===== src/rtl/two_cpl_pipe_if.sv =====
// Handshake bundle for two_cpl_pipe: input word/mode with valid/ready, result/overflow with
// valid/ready. The slave modport is the unit's view; master is the producer/consumer view.
interface two_cpl_pipe_if #(
  parameter int unsigned WIDTH = 16
);
  logic             in_valid;
  logic             in_ready;
  logic [WIDTH-1:0] in_data;
  logic [1:0]       in_mode;
  logic             out_valid;
  logic             out_ready;
  logic [WIDTH-1:0] out_data;
  logic             out_ovf;

  modport master (
    output in_valid,
    output in_data,
    output in_mode,
    output out_ready,
    input  in_ready,
    input  out_valid,
    input  out_data,
    input  out_ovf
  );

  modport slave (
    input  in_valid,
    input  in_data,
    input  in_mode,
    input  out_ready,
    output in_ready,
    output out_valid,
    output out_data,
    output out_ovf
  );
endinterface


===== src/rtl/two_cpl_pipe.sv =====
// Pipelined pass/negate/abs/-abs of a signed word, carry chain cut into SEG-bit slices with
// one stage per slice. Define TWO_CPL_SAT_EN to clamp overflowing results to max positive.
module two_cpl_pipe #(
  parameter int unsigned WIDTH = 16,
  parameter int unsigned SEG   = 4
) (
  input logic           clk,
  input logic           rst,
  two_cpl_pipe_if.slave bus
);

  localparam int unsigned NSTG = (SEG == 0) ? 1 : WIDTH / SEG;
  localparam logic [WIDTH-1:0] MinNeg = {1'b1, {(WIDTH - 1){1'b0}}};
`ifdef TWO_CPL_SAT_EN
  localparam logic [WIDTH-1:0] MaxPos = ~MinNeg;
`endif

  if (WIDTH < 2) begin : g_chk_width
    $error("two_cpl_pipe: WIDTH must be at least 2");
  end
  if ((SEG == 0) || ((WIDTH % ((SEG == 0) ? 1 : SEG)) != 0)) begin : g_chk_seg
    $error("two_cpl_pipe: WIDTH must be a non-zero multiple of SEG");
  end

  // Per-stage state: each stage holds the word with its own slice already resolved,
  // plus the carry into the next slice.
  logic [NSTG-1:0]            vld_q, vld_d;
  logic [NSTG-1:0][WIDTH-1:0] data_q, data_d;
  logic [NSTG-1:0]            neg_q, neg_d;
  logic [NSTG-1:0]            ovf_q, ovf_d;
  logic [NSTG-1:0]            cy_q, cy_d;

  logic in_msb, in_neg, in_ovf;

  always_comb begin
    in_msb = bus.in_data[WIDTH-1];
    case (bus.in_mode)
      2'b00:   in_neg = 1'b0;
      2'b01:   in_neg = 1'b1;
      2'b10:   in_neg = in_msb;
      2'b11:   in_neg = ~in_msb;
      default: in_neg = 1'b0;
    endcase
    in_ovf = in_neg & (bus.in_data == MinNeg);
  end

  // A stage advances when it or any stage downstream of it is empty, or the consumer takes
  // the result; computed as a suffix AND so no signal feeds back into itself.
  logic [NSTG-1:0] adv;
  logic            tail_full;

  always_comb begin
    tail_full = 1'b1;
    adv       = '0;
    for (int k = int'(NSTG) - 1; k >= 0; k--) begin
      tail_full = tail_full & vld_q[k];
      adv[k]    = bus.out_ready | ~tail_full;
    end
  end

  logic [NSTG-1:0]            src_vld, src_neg, src_ovf, src_cy;
  logic [NSTG-1:0][WIDTH-1:0] src_data;

  always_comb begin
    src_vld[0]  = bus.in_valid;
    src_data[0] = bus.in_data;
    src_neg[0]  = in_neg;
    src_ovf[0]  = in_ovf;
    src_cy[0]   = in_neg;
    for (int k = 1; k < int'(NSTG); k++) begin
      src_vld[k]  = vld_q[k-1];
      src_data[k] = data_q[k-1];
      src_neg[k]  = neg_q[k-1];
      src_ovf[k]  = ovf_q[k-1];
      src_cy[k]   = cy_q[k-1];
    end
  end

  logic [SEG:0]     sum;
  logic [WIDTH-1:0] res;

  always_comb begin
    vld_d  = vld_q;
    data_d = data_q;
    neg_d  = neg_q;
    ovf_d  = ovf_q;
    cy_d   = cy_q;
    sum    = '0;
    res    = '0;
    for (int k = 0; k < int'(NSTG); k++) begin
      sum = {1'b0, src_data[k][k*SEG +: SEG] ^ {SEG{src_neg[k]}}} + {{SEG{1'b0}}, src_cy[k]};
      res = src_data[k];
      res[k*SEG +: SEG] = sum[SEG-1:0];
`ifdef TWO_CPL_SAT_EN
      if ((k == int'(NSTG) - 1) && src_ovf[k]) begin
        res = MaxPos;
      end
`endif
      if (adv[k]) begin
        vld_d[k]  = src_vld[k];
        data_d[k] = res;
        neg_d[k]  = src_neg[k];
        ovf_d[k]  = src_ovf[k];
        cy_d[k]   = sum[SEG];
      end
    end
  end

  always_ff @(posedge clk or posedge rst) begin
    if (rst) begin
      vld_q  <= '0;
      data_q <= '0;
      neg_q  <= '0;
      ovf_q  <= '0;
      cy_q   <= '0;
    end else begin
      vld_q  <= vld_d;
      data_q <= data_d;
      neg_q  <= neg_d;
      ovf_q  <= ovf_d;
      cy_q   <= cy_d;
    end
  end

  // Carry out of the top slice is dropped; the last stage's sign control has no consumer.
  logic unused_tail;
  assign unused_tail = cy_q[NSTG-1] ^ neg_q[NSTG-1];

  assign bus.in_ready  = adv[0];
  assign bus.out_valid = vld_q[NSTG-1];
  assign bus.out_data  = data_q[NSTG-1];
  assign bus.out_ovf   = ovf_q[NSTG-1];

endmodule


===== src/flat_wrapper.sv =====
// flat-port wrapper written by rule: the top's interface ports become plain ports
module two_cpl_pipe_flat 
#(
  parameter int unsigned WIDTH = 16,
  parameter int unsigned SEG   = 4
)
  (clk, rst, bus_in_valid, bus_in_data, bus_in_mode, bus_out_ready, bus_in_ready, bus_out_valid, bus_out_data, bus_out_ovf);
  two_cpl_pipe_if #(.WIDTH(WIDTH)) bus_i ();
  input logic clk;
  input logic rst;
  input wire logic [$bits(bus_i.in_valid)-1:0] bus_in_valid;
  input wire logic [$bits(bus_i.in_data)-1:0] bus_in_data;
  input wire logic [$bits(bus_i.in_mode)-1:0] bus_in_mode;
  input wire logic [$bits(bus_i.out_ready)-1:0] bus_out_ready;
  output wire logic [$bits(bus_i.in_ready)-1:0] bus_in_ready;
  output wire logic [$bits(bus_i.out_valid)-1:0] bus_out_valid;
  output wire logic [$bits(bus_i.out_data)-1:0] bus_out_data;
  output wire logic [$bits(bus_i.out_ovf)-1:0] bus_out_ovf;
  assign bus_i.in_valid = bus_in_valid;
  assign bus_i.in_data = bus_in_data;
  assign bus_i.in_mode = bus_in_mode;
  assign bus_i.out_ready = bus_out_ready;
  assign bus_in_ready = bus_i.in_ready;
  assign bus_out_valid = bus_i.out_valid;
  assign bus_out_data = bus_i.out_data;
  assign bus_out_ovf = bus_i.out_ovf;
  two_cpl_pipe #(.WIDTH(WIDTH), .SEG(SEG)) u_core (.clk(clk), .rst(rst), .bus(bus_i));
endmodule

===== config.mk =====
export PLATFORM = sky130hd
export DESIGN_NAME = two_cpl_pipe_flat
export DESIGN_NICKNAME = d
export VERILOG_FILES = /design/src/rtl/two_cpl_pipe_if.sv /design/src/rtl/two_cpl_pipe.sv /design/src/flat_wrapper.sv
export SDC_FILE = /design/constraint.sdc
export NUM_CORES = 1
export LEC_CHECK = 0
export ABC_AREA = 1
export ABC_CLOCK_PERIOD_IN_PS = 5000
export CAP_MARGIN = 20
export CORE_MARGIN = 10
export CORE_UTILIZATION = 35
export CTS_BUF_LIST = sky130_fd_sc_hd__clkbuf_8 sky130_fd_sc_hd__clkbuf_16
export DETAILED_ROUTE_END_ITERATION = 8
export GPL_TIMING_DRIVEN = 0
export PLACE_DENSITY_LB_ADDON = 0.3
export SETUP_SLACK_MARGIN = 0.1
export SKIP_CTS_REPAIR_TIMING = 1
export SYNTH_ARGS = -nofsm -noshare
export SYNTH_HDL_FRONTEND = slang
export SYNTH_SLANG_ARGS = --single-unit

===== constraint.sdc =====
create_clock -name clk -period 5 [get_ports clk]
set_clock_uncertainty 0.15 [all_clocks]
set_input_delay 1 -clock clk [delete_from_list [all_inputs] [get_ports clk]]
set_output_delay 1 -clock clk [all_outputs]
set_load 0.01 [all_outputs]

==> results.toml <==
[power_and_ir_drop]
p_int_uw = 1380
p_leak_uw = 0.00225
swShare_pct = 27.2
powerDensity_nw_per_um2 = 430
power_uw = 1900
pwr-share-clk_pct = 29.9
p_seq_share_pct = 44.5
vdd_ir_drop_max_uv = 171
combPwrFrac_pct = 25.6
switchingPower_uw = 517

[drt]
post-route-drc-count = 0
vias_per_cell = 4.34
wl_per_cell_um = 11.1
drt_iter0_drc = 162
vias = 2533
wl_um = 6480
antenna_left = 0
drt_first_pass_iters = 4

[worst_setup_path]
worstPathArrival_ns = 2.71
crit_required_ns = 3.85
r2r_cells = 7
rr_endpoint = "u_core.cy_q[2]$_DFFE_PP0P_"
crit_fanout = 10
startpoint_type = "input pin"
criticalPathCategory = "input pin to output pin"
endpoint_kind = "output pin"
r2r-start = "u_core.neg_q[1]$_DFFE_PP0P_"
ff2ff_setup_slack_ns = 3.29

[die]
rows = 36
dieWidth_um = 121
start_util_pct = 36.2
io_pins = 41
core_um2 = 9860
die-area_um2 = 14700
chipHeight_um = 121

[placed_design]
dp_hpwl_um = 5000
portBuffers = 40
dp_worst_setup_slack_ns = 1.13
gp_congestion = 0.751

[synthesis]
synth.area.top_cells = "dfrtp_1 55%, nand2_1 16%, buf_4 4.2%"
synth_cell_type_count = 29
synthAdderAreaFrac_pct = 2.80
postSynthNetCount = 424
yosys-mux-area-fraction_pct = 2.52
synth_top_area_share_pct = 54.6
ys_ff_latch = 78
ys_seq_area_share_pct = 54.6
synth_warnings = 0
synth_xor_area_share_pct = 4.13
synth_top_family_by_area = "simple AND/OR/NAND/NOR gates"
synth_compound_area_share_pct = 4.17
yosysTopAreaCell = "dfrtp_1"
avgSynthCellArea_um2 = 9.07
synth-simple-area-share_pct = 22.6
synth_area_um2 = 3570
netlist_instances = 394

[timing]
slew_headroom_pct = 73.1
rsz0062_at_grt = "no"
slew_violations = 0
max_freq_mhz = 259
tightest_slew_ns = 0.403
fin_crit_sh_pct = 77.1
fin_ws_ns = 1.14
setup_viol = 0
min_period_ns = 3.86
hold_viol = 0
tns_ns = 0

[cells_and_area]
layout-drive-gt1-share_pct = 14.0
final_util_pct = 44.8
diodes = 0
nNetsFinal = 476
area_growth_pct = 23.7
final_cell_mix = "157 x nand2_1, 78 x dfrtp_1, 40 x clkdlybuf4s50_1"
final_common_cell = "nand2_1"

[hold_path]
hold_path.class = "flop to flop"
worstHoldEndpoint = "u_core.data_q[41]$_DFFE_PP0P_"
worstHoldPathCells = 2
hp-start = "u_core.data_q[41]$_DFFE_PP0P_"

[clocking]
root_buffer = "clkbuf_8"
numCtsBuffers = 9
cts_tree = "done"
ctsLongestPathBuffers = 2
h-tree-depth = 3
cts.sinks = 78
insertion_delay_ns = 0.34
clkSlewWorstSetupHoldPaths_ns = 0.07

[grt]
grt_pass1_vias = 2610
grt_antenna_before_repair = 0
grt_pass1_wl_um = 11800
grt-ovfl-total = 0
grt_use_total_pct = 9.60
grt_max_degree = 49

[outcome]
status = "finished, final reports clean"

[job]
maxCapViolCount = 0
## registers in the layout (all words and copies together), names as in the netlist
register             flops
u_core.neg_q             3
u_core.vld_q             4
u_core.data_q           48
u_core.ovf_q             4
u_core.bus.out_data     16
u_core.cy_q              3
## per-stage QoR
stage | hold WS (ns) | cell area, um2 | std cells
6_report | 0.325 | 4420 | 584
4_1_cts | 0.329 | 4420 | 584
2_1_floorplan | 0.292 | 3570 | 394
3_3_place_gp | 0.311 | 4140 | 567
3_5_place_dp | 0.310 | 4170 | 568
5_1_grt | 0.355 | 4420 | 584
## layout make-up
type,count,area (um2)
fillers,983,5440
flip-flops and latches,78,1950
multi-input cells,253,1290
repair buffers,41,428
plain buffers,31,208
well taps,133,166
clock buffers,11,151
inverters,32,124
clock inverters,5,97.6
## worst max-delay path: stages
cell and delay, ns:
clkdlybuf4s50_1 0.50, nor2_4 0.06, nand2_2 0.11, clkinv_2 0.12, nand3_4 0.12, buf_2 0.22
clkdlybuf4s50_1 0.57
## synthesized netlist by cell type (all sizes together)
cell	count
nand3	17
buf	28
a21oi	1
o31ai	1
or2	4
nor2	7
nand2	160
clkbuf	3
o21ai	26
xor2	11
nor4	2
a31oi	1
ha	8
inv	31
clkinv	1
xnor2	5
nand4	4
mux2	6
dfrtp	78
## how the worst max path moves through the flow
stage / endpoint / slack [ns] / startpoint
3_5_place_dp: bus_in_ready / 1.13 / bus_out_ready
5_1_grt: bus_in_ready / 1.04 / bus_out_ready
2_1_floorplan: u_core.bus.out_data[0]$_DFFE_PP0P_ / 1.85 / rst
6_report: bus_in_ready / 1.14 / bus_out_ready
3_3_place_gp: u_core.data_q[11]$_DFFE_PP0P_ / 0.68 / rst
4_1_cts: bus_in_ready / 1.12 / bus_out_ready
## power by group through the flow
stage	logic (uW)	clock network [uW]	registers, uW
4_1_cts	497	582	848
2_1_floorplan	329	0	837
3_5_place_dp	494	0	860
5_1_grt	555	615	864
3_3_place_gp	483	0	854
6_report	486	569	846
## layer usage
metal  routed length [um]  up-vias  part of all wire [%]  GRT usage (%)
met4                   65        0                   1.0           3.39
met5                    0        -                     0              0
li1                     -     1321                     -              -
met2                 2700       58                    42           14.4
met3                  395        4                   6.1           3.21
met1                 3320     1150                    51           12.6
## logic make-up after synthesis
| family | Yosys count |
|---|---|
| XOR/XNOR | 16 |
| buffers and inverters | 63 |
| multiplexers | 6 |
| flip-flops | 78 |
| AO/OA/AOI/OAI | 29 |
| AND/OR/NAND/NOR | 194 |
| adder cells (fa/ha/maj) | 8 |
No activity file was read; power rests on OpenSTA's default activity.
